===== src/rtl/param_bist_controller.sv =====
// param_bist_controller
// Built-in self test controller wrapped around a WIDTH-bit ripple-carry adder
// (the circuit under test). In normal mode the adder is fed by the functional
// operands; during a BIST run an exhaustive counter drives every {a,b,cin}
// combination. The adder's response is compared against a behavioural
// reference and compacted into a rotate-and-XOR signature.
//
// Optional feature macro: BIST_FAULT_INJECT_EN
//   When defined, an extra input fault_inject forces adder sum bit 0 to a
//   stuck-at-0 so the self test has something to find. When undefined, the
//   port and forcing logic do not exist and the adder is fault-free.

module param_bist_controller #(
    parameter int WIDTH = 4
) (
    input  logic                 clock,
    input  logic                 reset,
    input  logic                 testmode,
    input  logic [WIDTH-1:0]     a,
    input  logic [WIDTH-1:0]     b,
    input  logic                 cin,
`ifdef BIST_FAULT_INJECT_EN
    input  logic                 fault_inject,
`endif
    output logic [WIDTH-1:0]     sum,
    output logic                 cout,
    output logic [2*WIDTH:0]     tpg_pattern,
    output logic                 busy,
    output logic                 done,
    output logic                 fault_detected,
    output logic [15:0]          fail_count,
    output logic [WIDTH:0]       signature
);

    // Pattern width is {a,b,cin}; the run visits every value exactly once.
    localparam int PW   = 2 * WIDTH + 1;
    localparam int NPAT = 2 ** PW;
    localparam logic [PW-1:0] LAST_PAT = PW'(NPAT - 1);

    typedef enum logic [1:0] {
        IDLE = 2'd0,
        RUN  = 2'd1,
        DONE = 2'd2
    } state_t;

    state_t            state_q, state_d;
    logic [PW-1:0]     tpg_q, tpg_d;
    logic              fault_q, fault_d;
    logic [15:0]       fail_q, fail_d;
    logic [WIDTH:0]    sig_q, sig_d;

    // Decoded controls from the output process.
    logic              in_run;
    logic              in_done;
    logic              start_run;
    logic              step_run;

    // Adder inputs after the normal/test mux.
    logic [WIDTH-1:0]  cut_a;
    logic [WIDTH-1:0]  cut_b;
    logic              cut_cin;

    // Ripple-carry adder internals and the behavioural reference.
    logic [WIDTH:0]    carry;
    logic [WIDTH-1:0]  sum_raw;
    logic [WIDTH-1:0]  sum_cut;
    logic [WIDTH:0]    cut_resp;
    logic [WIDTH:0]    ref_resp;
    logic              mismatch;

    // State register: synchronous reset wins over everything, including a run.
    always_ff @(posedge clock) begin
        if (reset) begin
            state_q <= IDLE;
        end else begin
            state_q <= state_d;
        end
    end

    // Next-state logic: an abort (testmode low) takes precedence over finishing.
    always_comb begin
        state_d = state_q;
        case (state_q)
            IDLE: begin
                if (testmode) begin
                    state_d = RUN;
                end
            end
            RUN: begin
                if (!testmode) begin
                    state_d = IDLE;
                end else if (tpg_q == LAST_PAT) begin
                    state_d = DONE;
                end
            end
            DONE: begin
                if (!testmode) begin
                    state_d = IDLE;
                end
            end
            default: begin
                state_d = IDLE;
            end
        endcase
    end

    // Output decode: status flags plus the strobes that drive the datapath.
    always_comb begin
        in_run    = 1'b0;
        in_done   = 1'b0;
        start_run = 1'b0;
        step_run  = 1'b0;
        case (state_q)
            IDLE: begin
                start_run = testmode;
            end
            RUN: begin
                in_run   = 1'b1;
                step_run = testmode;
            end
            DONE: begin
                in_done = 1'b1;
            end
            default: begin
                in_run = 1'b0;
            end
        endcase
    end

    // Adder input mux: test patterns only while running, functional inputs otherwise.
    always_comb begin
        if (in_run) begin
            cut_a   = tpg_q[PW-1:WIDTH+1];
            cut_b   = tpg_q[WIDTH:1];
            cut_cin = tpg_q[0];
        end else begin
            cut_a   = a;
            cut_b   = b;
            cut_cin = cin;
        end
    end

    // Structural ripple-carry chain; this is the logic actually under test.
    assign carry[0] = cut_cin;
    for (genvar i = 0; i < WIDTH; i++) begin : g_ripple
        assign sum_raw[i]   = cut_a[i] ^ cut_b[i] ^ carry[i];
        assign carry[i+1]   = (cut_a[i] & cut_b[i]) | (carry[i] & (cut_a[i] ^ cut_b[i]));
    end

`ifdef BIST_FAULT_INJECT_EN
    // Stuck-at-0 on sum bit 0 while injection is requested.
    always_comb begin
        sum_cut    = sum_raw;
        sum_cut[0] = sum_raw[0] & ~fault_inject;
    end
`else
    // Fault-free adder.
    always_comb begin
        sum_cut = sum_raw;
    end
`endif

    // Reference model and comparison; the reference never sees injected faults.
    always_comb begin
        cut_resp = {carry[WIDTH], sum_cut};
        ref_resp = {1'b0, cut_a} + {1'b0, cut_b} + {{WIDTH{1'b0}}, cut_cin};
        mismatch = (cut_resp != ref_resp);
    end

    // Datapath next values: clear on run start, advance and accumulate per run cycle.
    always_comb begin
        tpg_d   = tpg_q;
        fault_d = fault_q;
        fail_d  = fail_q;
        sig_d   = sig_q;
        if (start_run) begin
            tpg_d   = '0;
            fault_d = 1'b0;
            fail_d  = '0;
            sig_d   = '0;
        end else if (step_run) begin
            tpg_d = tpg_q + PW'(1);
            sig_d = {sig_q[WIDTH-1:0], sig_q[WIDTH]} ^ cut_resp;
            if (mismatch) begin
                fault_d = 1'b1;
                if (fail_q != 16'hFFFF) begin
                    fail_d = fail_q + 16'd1;
                end
            end
        end
    end

    // Datapath registers; results persist through DONE, IDLE and aborts.
    always_ff @(posedge clock) begin
        if (reset) begin
            tpg_q   <= '0;
            fault_q <= 1'b0;
            fail_q  <= '0;
            sig_q   <= '0;
        end else begin
            tpg_q   <= tpg_d;
            fault_q <= fault_d;
            fail_q  <= fail_d;
            sig_q   <= sig_d;
        end
    end

    assign sum            = sum_cut;
    assign cout           = carry[WIDTH];
    assign tpg_pattern    = tpg_q;
    assign busy           = in_run;
    assign done           = in_done;
    assign fault_detected = fault_q;
    assign fail_count     = fail_q;
    assign signature      = sig_q;

endmodule


===== config.mk =====
export PLATFORM = sky130hd
export DESIGN_NAME = param_bist_controller
export DESIGN_NICKNAME = d
export VERILOG_FILES = /design/src/rtl/param_bist_controller.sv
export SDC_FILE = /design/constraint.sdc
export NUM_CORES = 1
export LEC_CHECK = 0
export ABC_AREA = 1
export BUFFER_PORTS_ARGS = -buffer_cell sky130_fd_sc_hd__clkbuf_2
export CORE_AREA = 5 5 101 103
export DETAILED_ROUTE_END_ITERATION = 10
export DIE_AREA = 0 0 106 108
export GPL_TIMING_DRIVEN = 0
export PLACE_DENSITY = 0.45
export SYNTH_ARGS = -nofsm -noshare
export SYNTH_HDL_FRONTEND = slang
export SYNTH_SLANG_ARGS = --single-unit

===== constraint.sdc =====
create_clock -name clock -period 4 [get_ports clock]
set_clock_uncertainty 0.2 [all_clocks]
set_input_delay 0.2 -clock clock [delete_from_list [all_inputs] [get_ports clock]]
set_output_delay 0.2 -clock clock [all_outputs]
set_load 0.1 [all_outputs]

After elaboration in Yosys (flattened, before gate mapping)
Cells that the tools add are included.
Cells by class
  bitwise logic cells: 21
  multiplexer cells: 12
  reductions and logical operators: 5
  add/sub/neg operators: 4
  equal/unequal tests: 8
Operators with widths (number)
  adder 16 x 1 -> 16 bit, second input constant: 1
  inequality test 16 bit, second input constant: 1
  adder 9 x 1 -> 9 bit, second input constant: 1
  == test 9 bit, second input constant: 1
  AND 1 bit: 8
  2-to-1 mux 2 bit: 4
  2-to-1 mux 4 bit: 2
  bitwise XOR 1 bit: 8
  one-hot mux 2 bit (3 select lines): 1
  AND reduction 3 bit: 2
  adder 4 x 4 -> 5 bit: 1
  adder 5 x 1 -> 5 bit: 1
  2-to-1 mux 1 bit: 5
  inequality test 5 bit: 1
  bitwise XOR 5 bit: 1
  inequality test 2 bit, second input constant: 2
  OR 1 bit: 4
  inequality test 3 bit, second input constant: 1
  == test 2 x 1 -> 1 bit, second input constant: 1
  == test 2 bit, second input constant: 1
  logical NOT 2 bit: 1
  AND reduction 2 bit: 1
  OR reduction 2 bit: 1
Storage, ports and cells
  input port bits: 12
  output and inout port bits: 38
  logic and storage cells: 55
  register bits after elaboration: 33

Longest topological paths before layout
Gate-level depths: netlist (run 1).
  word-level depth: 14
  gate-level depth with buffers: 21
  depth with buffers taken out: 20

Worst setup path after synthesis (run 1)
Ideal clock, no wire load.
  path type: register to register
  start: reg tpg_q[5] (netlist: tpg_pattern[5])
  end: reg fail_q[13] (netlist: fail_count[13])
  clock period less this slack: 4.916 ns
  stages on the path, launching flop included: 19
  buffers on the path: 1
  arrival: 4.586 ns
  setup time: 0.131 ns
  setup slack: -0.916 ns
  required time: 3.669 ns
  cell sequence: dfxtp_1 > inv_1 > nand2_1 > o21ai_0 > fa_1 > fa_1 > fa_1 > fa_1 > inv_1 > nand2_1 > nand2_1 > inv_1 > nand3_1 > nand2_1 > nand2_1 > nand3_4 > buf_6 > nand2_1 > a21oi_2
Between the ends
  elaborated cells on any way between the ends: 19
  those cells by class: add/sub: 2; eq/ne: 1; mux: 1; bitwise: 14; reduce/logical: 1
RTL lines
  from (decl): line 47  | logic [PW-1:0] tpg_q, tpg_d;
  from (signal assigned): line 201  | tpg_q <= tpg_d;
  2-to-1 mux 4 bit (*): line 132  | if (in_run) begin
  bitwise XOR 1 bit: line 147  | assign carry[i+1] = (cut_a[i] & cut_b[i]) | (carry[i] & (cut_a[i] ^ cut_b[i]));
  AND 1 bit: line 147
  OR 1 bit (*): line 147
  AND 1 bit (*): line 147
  OR 1 bit (*): line 147
  AND 1 bit (*): line 147
  OR 1 bit (*): line 147
  bitwise XOR 1 bit (*): line 146  | assign sum_raw[i] = cut_a[i] ^ cut_b[i] ^ carry[i];
  net sum[3]: line 25  | output logic [WIDTH-1:0] sum,
  inequality test 5 bit (*): line 167  | mismatch = (cut_resp != ref_resp);
  AND reduction 3 bit (no line) (*)
  to (signal assigned): line 203  | fail_q <= fail_d;
  to (decl): line 49  | logic [15:0] fail_q, fail_d;
The timed path passes the listed nets; every way through them passes the cells marked *.
A chain may end at the register's enable or synchronous reset.

Worst setup path in the final report (run 1)
  start: reg state_q[0]
  end: reg fail_q[7] (netlist: fail_count[7])
Between the ends
  longest elaborated chain between the ends: 14
  elaborated cells on any way between the ends: 33
  those cells by class: add/sub: 2; eq/ne: 2; mux: 6; bitwise: 20; reduce/logical: 3
Ends and longest elaborated chain
  from (decl): line 46  | state_t state_q, state_d;
  from (signal assigned): line 76  | state_q <= state_d;
  == test 2 x 1 -> 1 bit: line 113  | case (state_q)
  2-to-1 mux 1 bit: line 113
  2-to-1 mux 4 bit: line 132
  bitwise XOR 1 bit: line 146, 147
  AND 1 bit: line 147
  OR 1 bit: line 147
  AND 1 bit: line 147
  OR 1 bit: line 147
  AND 1 bit: line 147
  OR 1 bit: line 147
  AND 1 bit: line 147
  OR 1 bit: line 147
  inequality test 5 bit: line 167
  AND reduction 3 bit (no line)
Parallel ways exist; a longest one is shown, timed or not.

==> impl_summary.log, run 1 <==
[metrics] transition time at the pin with the least slew margin: 549 ps
[metrics] clock insertion delay at the later pin of the skew report: around 290 ps
[metrics] Core ar.: slightly above 9000 um2
[metrics] fill cell count: 1021
[metrics] complex-gate fraction of the synthesized area: roughly an eighth
[metrics] adder-cell share of the synthesized area: 7.25%
[metrics] largest family of logic cells by synthesized area: simple AND/OR/NAND/NOR gates
[metrics] Starting Density: 23.5%
[metrics] simple-gate portion of the synthesized area: roughly 36%
[metrics] hold violation total from the final report: 0
[metrics] number of cells produced by synthesis: 316
[metrics] count of antenna diodes in the layout: 0
[metrics] Top Metal Used: met4
[metrics] global-route usage over all layers: 11.3%
[metrics] number of levels the H-tree was split into: 2
[metrics] minimum clock period after layout: around 3800 ps
[metrics] hold crit path type: reg -> reg
[metrics] remaining antenna violation count after routing: 0
[metrics] nets: approximately 400
[metrics] Final Max Slew Viols: 0
[metrics] fraction of final layout cells sized beyond drive strength 1: 25.5%
[metrics] run status: finished clean
[metrics] total half-perimeter wirelength after legalization and detailed placement: ~5000 um
[metrics] multiplexer share of the synthesized area: 0%
[metrics] vias in the first global route: approximately 2000
[metrics] routed vias/inst: roughly 4.5
[metrics] Final Total Pwr: 956 uW
[metrics] max-cap violation count: 0
[metrics] accumulated negative setup slack: 0 ps
[metrics] Max Clk Rate: approximately 260 MHz
[metrics] wire length of the first global-routing pass: a little over 10000 um
[metrics] clock tree from TritonCTS: yes
[metrics] post-detailed-placement cell area: about 2600 um2
[metrics] number of nets produced by synthesis: around 340
[metrics] length of routed met2 wiring: 2830 um
[metrics] area of the mapped netlist: about 2100 um2
[metrics] weighted congestion at the end of routability-driven global placement: just under 0.8
[metrics] I/O pin count: 50
[metrics] most frequent standard cell in the layout excluding fill and tap cells: sky130_fd_sc_hd__nand2_1
[metrics] Final Cycle Share: a little over nine tenths
[metrics] mean post-synth cell area: 6.77 um2
[metrics] initial detailed-routing violation count: 84
[metrics] buffer depth of the longest clock path: 2
[metrics] LEAKAGE: 0.00117 uW
[metrics] Routed met3 length: roughly 200 um
[metrics] required time of the critical path: roughly 4000 ps
[metrics] Met1 Routed Length: around 3200 um
[metrics] clock buffer count from CTS: 5
[metrics] number of warnings printed during yosys synthesis: 0
[metrics] endpoint kind of the worst setup timing path: flop
[metrics] area added between synthesis and finish: 27.3%
[metrics] most frequent cells in the layout: 81 x sky130_fd_sc_hd__nand2_1, 49 x sky130_fd_sc_hd__clkbuf_2, 41 x sky130_fd_sc_hd__inv_1, 29 x sky130_fd_sc_hd__dfxtp_1, 25 x sky130_fd_sc_hd__a21oi_1
[metrics] Critical Setup Path Class: reg -> reg
[metrics] Reg clk slew, reported paths: approximately 70 ps
[metrics] Die Span X: 106 um
[metrics] standard-cell rows: 35
[metrics] # setup viols final: 0
[metrics] final design instance area without fill: 2720 um2
[metrics] cell at the root of the clock tree: sky130_fd_sc_hd__clkbuf_8
[metrics] Die Ht: roughly 110 um
[metrics] part of the Yosys area used for sequential elements: approximately 31%
[metrics] DRT Wirelength: about 6300 um
[metrics] setup repair after global routing missed its margin: false
[metrics] total via count after detailed routing: between 2000 and 2500
[metrics] Sinks on Clock Net: 33
[metrics] Multi-input gate area: 1290 um2
[metrics] startpoint kind of the worst setup timing path: flop
[metrics] largest net degree at the start of global routing: 11
[metrics] worst vdd rail ir drop: 0.166 mV
[metrics] maximum net fanout on the critical path: 10
[metrics] sequential cell area in the final layout: approximately 670 um2
[metrics] number of buffers added on ports: 49
[metrics] iteration count of the initial detailed-routing pass: 4
[metrics] ratio of total power to cell area: ~350 nW/um2
[metrics] WL per Instance: 13.0 um
[metrics] post-synthesis share of cell area spent on xor and xnor gates: between 3 and 4%
[metrics] worst slew margin relative to its limit: 63.5%
[metrics] #FFs+latches synth: 33
[metrics] DRC Markers: 0
[metrics] overflow left after global routing: 0
[metrics] number of different library cells in the post-synthesis netlist: 29
[metrics] initial antenna violation count: 0
[metrics] Die Area: roughly 11000 um2
[metrics] arrival time reported for the critical path endpoint: roughly 3800 ps
-- per-layer routing --
| layer | up-vias | GRT usage [%] |
|---|---|---|
| li1 | 1157 | - |
| met1 | 1002 | 15.3 |
| met2 | 35 | 17.9 |
| met3 | 7 | 2.15 |
| met4 | 0 | 4.16 |
| met5 | - | 0 |
-- timing repair --
| action | in CTS | in global routing |
|---|---|---|
| buffers inserted | 0 | 1 |
| gates resized for setup | 0 | 3 |
| endpoints found under the setup margin | 0 | 17 |
| hold endpoints to repair | 2 | 0 |
| hold buffers | 2 | 0 |
-- stage by stage --
step,hold slack (ps),std cells,utilization [%],setup WS (ps)
after global routing,295,488,29.9,14.0
after CTS,281,486,29.6,58.1
final,284,488,29.9,226
after floorplan,69.1,316,-,-484
after global placement,203,476,28.1,115
after detailed placement,200,476,28.1,91.4
-- cell usage after synthesis --
library cell               number  area, um2
sky130_fd_sc_hd__fa_1           4       80.1
sky130_fd_sc_hd__inv_1         43        161
sky130_fd_sc_hd__buf_6          2       22.5
sky130_fd_sc_hd__nand2_4        3       33.8
sky130_fd_sc_hd__a21oi_1       25        125
sky130_fd_sc_hd__nand3_4        1       17.5
sky130_fd_sc_hd__or2_2          1       6.26
sky130_fd_sc_hd__o21ai_1        1       5.00
sky130_fd_sc_hd__buf_2          4       20.0
sky130_fd_sc_hd__inv_2          2       7.51
sky130_fd_sc_hd__nor3_2         2       20.0
sky130_fd_sc_hd__dfxtp_1       33        661
sky130_fd_sc_hd__clkbuf_1       4       15.0
sky130_fd_sc_hd__nor4_1         1       6.26
sky130_fd_sc_hd__nand3_1       19       95.1
sky130_fd_sc_hd__a211oi_1       1       7.51
sky130_fd_sc_hd__nand2_1       82        308
sky130_fd_sc_hd__nor2_2         2       12.5
sky130_fd_sc_hd__nor3_1         5       25.0
sky130_fd_sc_hd__nor2_4         3       33.8
sky130_fd_sc_hd__xnor2_1        4       35.0
sky130_fd_sc_hd__xor2_1         5       43.8
sky130_fd_sc_hd__a21oi_2        1       8.76
sky130_fd_sc_hd__o21ai_0       17       85.1
sky130_fd_sc_hd__a31oi_1        3       18.8
sky130_fd_sc_hd__ha_1           6       75.1
sky130_fd_sc_hd__nand4_1       18        113
sky130_fd_sc_hd__nor2_1        22       82.6
sky130_fd_sc_hd__nand3b_1       2       15.0
-- worst max-delay path, stage by stage, from the launching register on --
cell and delay [ps]:
sky130_fd_sc_hd__dfxtp_2 370, sky130_fd_sc_hd__inv_2 70, sky130_fd_sc_hd__nor2_4 170, sky130_fd_sc_hd__o21ai_2 100, sky130_fd_sc_hd__fa_2 410, sky130_fd_sc_hd__fa_2 370, sky130_fd_sc_hd__fa_2 360, sky130_fd_sc_hd__fa_2 600
sky130_fd_sc_hd__clkinvlp_4 110, sky130_fd_sc_hd__nand2_1 60, sky130_fd_sc_hd__nand2_1 80, sky130_fd_sc_hd__nand2_1 80, sky130_fd_sc_hd__nand2_1 60, sky130_fd_sc_hd__nand2_2 140, sky130_fd_sc_hd__buf_2 250, sky130_fd_sc_hd__nand4_1 110
sky130_fd_sc_hd__a21oi_1 160
-- cell families after synthesis --
logic type | count (synthesis)
xor gates and xnor gates | 9
DFF | 33
buffers and inverters | 55
adders and majority gates | 10
AOI/OAI and AO/OA | 48
and+or+nand+nor | 161
-- worst paths after layout --
kind              cells past startpoint      startpoint  slack [ps]             end
hold reg to reg                       2  fault_detected         280  fault_detected
hold / removal                        2  fault_detected         280  fault_detected
setup / recovery                     16      state_q[0]         230   fail_count[7]
setup reg to reg                     16      state_q[0]         230   fail_count[7]
-- state kept, by name (all words and copies together), names as in the netlist --
| name | cells |
|---|---|
| fail_count | 16 |
| fault_detected | 1 |
| signature | 5 |
| state_q | 2 |
| tpg_pattern | 9 |
-- where the power goes --
part | switching [uW] | leakage [uW] | internal [uW] | total (uW)
sequential | 4.02 | 0.000268 | 332 | 336
combinational | 218 | 0.000842 | 66.2 | 284
clock | 133 | 0.0000585 | 203 | 337
-- layout make-up --
cell class,instances,area share (%)
Clock inverter,1,1.10
Inverter,45,6.34
Tap cell,111,5.10
Timing Repair Buffer,52,10.0
Buffer,10,2.48
Clock buffer,7,3.17
Sequential cell,33,24.4
Multi-Input combinational cell,229,47.3
No activity file was read; power rests on OpenSTA's default activity.
==> run 2, diff against run 1 <==
--- a/config.mk
+++ b/config.mk
@@ -11,7 +11,7 @@
 export DETAILED_ROUTE_END_ITERATION = 10
 export DIE_AREA = 0 0 106 108
 export GPL_TIMING_DRIVEN = 0
-export PLACE_DENSITY = 0.45
+export PLACE_DENSITY_LB_ADDON = 0.05
 export SYNTH_ARGS = -nofsm -noshare
 export SYNTH_HDL_FRONTEND = slang
 export SYNTH_SLANG_ARGS = --single-unit
==> run 2 against run 1 <==
- first-iteration DRC count shrank 50%
- global-route usage rose by 0.51 points
- die area unchanged
- worst hold slack got worse by 260 ps
- clock power barely moved
- sequential share of layout area increased by 0.21 points
- largest cell class unchanged
- largest power group unchanged
==> impl_summary.log, run 2 (synthesized netlist as in run 1, its figures left out) <==
[metrics] arrival time reported for the critical path endpoint: 3770 ps (-20 ps)
[metrics] clock insertion delay at the later pin of the skew report: 290 ps (about the same)
[metrics] clock tree from TritonCTS: yes
[metrics] global-route usage over all layers: 11.8% (+0.51 points)
[metrics] Die Ht: 108 um (unchanged)
[metrics] startpoint kind of the worst setup timing path: flop
[metrics] wire length of the first global-routing pass: 10700 um (+3.9%)
[metrics] area added between synthesis and finish: 26.9%
[metrics] Sinks on Clock Net: 33 (unchanged)
[metrics] crit-path cells: inv_2, nor2_4, o21ai_2, fa_2, fa_2, fa_2, fa_2, clkinvlp_4, nand2_1, nand2_1, nand2_1, nand2_1, nand2_2, buf_2, nand4_1, a21oi_2
[metrics] post-detailed-placement cell area: 2560 um2 (unchanged)
[metrics] transition time at the pin with the least slew margin: 556 ps (+6.46 ps)
[metrics] Worst Hold Margin: 21.3 ps (-262 ps)
[metrics] slack of the worst reg-to-reg path: 250 ps (+20 ps)
[metrics] DRC Markers: 0 (unchanged)
[metrics] hold violation total from the final report: 0 (unchanged)
[metrics] DRT Wirelength: 6490 um (+2.6%)
[metrics] total via count after detailed routing: 2175 (-1.2%)
[metrics] remaining antenna violation count after routing: 0 (unchanged)
[metrics] WL per Instance: 13.3 um (+2.9%)
[metrics] initial detailed-routing violation count: 42 (-50%)
[metrics] Core ar.: 9110 um2 (unchanged)
[metrics] total half-perimeter wirelength after legalization and detailed placement: 5180 um (+4.5%)
[metrics] clock buffer count from CTS: 5 (unchanged)
[metrics] routed vias/inst: 4.47 (-0.98%)
[metrics] weighted congestion at the end of routability-driven global placement: 0.725 (-7.9%)
[metrics] nets: 397 (-0.25%)
[metrics] CP max stage delay: 590 ps (about the same)
[metrics] run status: finished clean
[metrics] Max Clk Rate: 267 MHz (+0.64%)
[metrics] # setup viols final: 0 (unchanged)
[metrics] final design instance area without fill: 2720 um2 (-0.28%)
[metrics] required time of the critical path: 4020 ps (about the same)
[metrics] worst hold path stage count: 3 (+1)
[metrics] maximum net fanout on the critical path: 10 (unchanged)
[metrics] largest net degree at the start of global routing: 11 (unchanged)
[metrics] count of antenna diodes in the layout: 0 (unchanged)
[metrics] fraction of final layout cells sized beyond drive strength 1: 25.5% (+0.068 points)
[metrics] Final Cycle Share: 93.7% (-0.60 points)
[metrics] hold crit path type: in -> reg
[metrics] initial antenna violation count: 0 (unchanged)
[metrics] number of buffers added on ports: 49 (unchanged)
[metrics] most frequent cells in the layout: 81 x sky130_fd_sc_hd__nand2_1, 49 x sky130_fd_sc_hd__clkbuf_2, 41 x sky130_fd_sc_hd__inv_1, 28 x sky130_fd_sc_hd__dfxtp_1, 25 x sky130_fd_sc_hd__a21oi_1
[metrics] Reg clk slew, reported paths: 80 ps (about the same)
[metrics] buffer depth of the longest clock path: 2 (unchanged)
[metrics] ratio of total power to cell area: 352 nW/um2 (+0.28%)
[metrics] I/O pin count: 50 (unchanged)
[metrics] vias in the first global route: 2188 (+9.1%)
[metrics] setup repair after global routing missed its margin: false
[metrics] Final Max Slew Viols: 0 (unchanged)
[metrics] worst reg-to-reg path cell count: 16 (unchanged)
[metrics] iteration count of the initial detailed-routing pass: 4 (unchanged)
[metrics] standard-cell rows: 35 (unchanged)
[metrics] Die Area: 11400 um2 (unchanged)
[metrics] max-cap violation count: 0 (unchanged)
[metrics] Die Span X: 106 um (unchanged)
[metrics] slowest cell on the critical path: sky130_fd_sc_hd__fa_2
[metrics] endpoint kind of the worst setup timing path: flop
[metrics] LEAKAGE: 0.00117 uW (-0.32%)
[metrics] minimum clock period after layout: 3750 ps (-24.2 ps)
[metrics] Starting Density: 23.5% (unchanged)
[metrics] worst vdd rail ir drop: 0.139 mV (-16%)
[metrics] Largest register FFs: 16 (unchanged)
[metrics] cell at the root of the clock tree: sky130_fd_sc_hd__clkbuf_8
[metrics] number of levels the H-tree was split into: 2 (unchanged)
[metrics] Critical Setup Path Class: reg -> reg
[metrics] overflow left after global routing: 0 (unchanged)
[metrics] most frequent standard cell in the layout excluding fill and tap cells: sky130_fd_sc_hd__nand2_1
[metrics] worst slew margin relative to its limit: 62.9% (-0.59 points)
## run 2: cell types whose count changed in the layout (fill, tap and decap cells not counted), sizes merged
cell	before	now
buf	7	6
## run 2: worst paths after layout
kind | from | to
setup / recovery | state_q[0] | fail_count[13]
hold / removal | testmode | state_q[1]
setup reg to reg | state_q[0] | fail_count[13]
hold reg to reg | fault_detected | fault_detected
## run 2: where the power goes
part	internal, uW	switching [uW]
Sequential	332	3.96
Combinational	65.7	218
Clock	203	134
## run 2: metrics by stage
| step | instances | total power (uW) | setup WS, ps | utilization, % | TNS [ps] |
|---|---|---|---|---|---|
| final | 487 | 956 | 250 | 29.8 | 0 |
| after CTS | 486 | 978 | 24.1 | 29.6 | 0 |
| after detailed placement | 476 | 630 | 41.6 | 28.1 | 0 |
| after floorplan | 316 | 570 | -484 | - | -7230 |
| after global routing | 487 | 1010 | 3.94 | 29.8 | 0 |
| after global placement | 476 | 631 | 33.6 | 28.1 | 0 |
## run 2: area by class of cell
class                      count  area [um2]
clock inverter                 1        30.0
sequential                    33         669
inverter                      45         173
buffer                         9        56.3
timing repair buffer          52         273
clock buffer                   7        86.3
multi-input combinational    229        1290
fill                        1038        6390
tap                          111         139
## run 2: what timing repair did
action / in CTS / in global routing
buffers inserted: 0 / 1
hold endpoints to repair: 2 / 0
resized for setup: 0 / 5
endpoints found under the setup margin: 0 / 18
hold buffers: 2 / 0
## run 2: worst max-delay path: cells and delay by family, from the launching register on
family	cells	cell delay, ps
compound gates	2	240
fa+ha+maj	4	1730
buf+inv	3	430
flops	1	370
simple gates	7	710
## run 2: routing by layer
metal,up-vias,share of wire (%),global-route usage [%]
met5,-,0,0
met4,0,1.1,3.61
met3,6,3.4,2.63
met2,32,52,22.3
met1,984,44,13.2
li1,1153,-,-
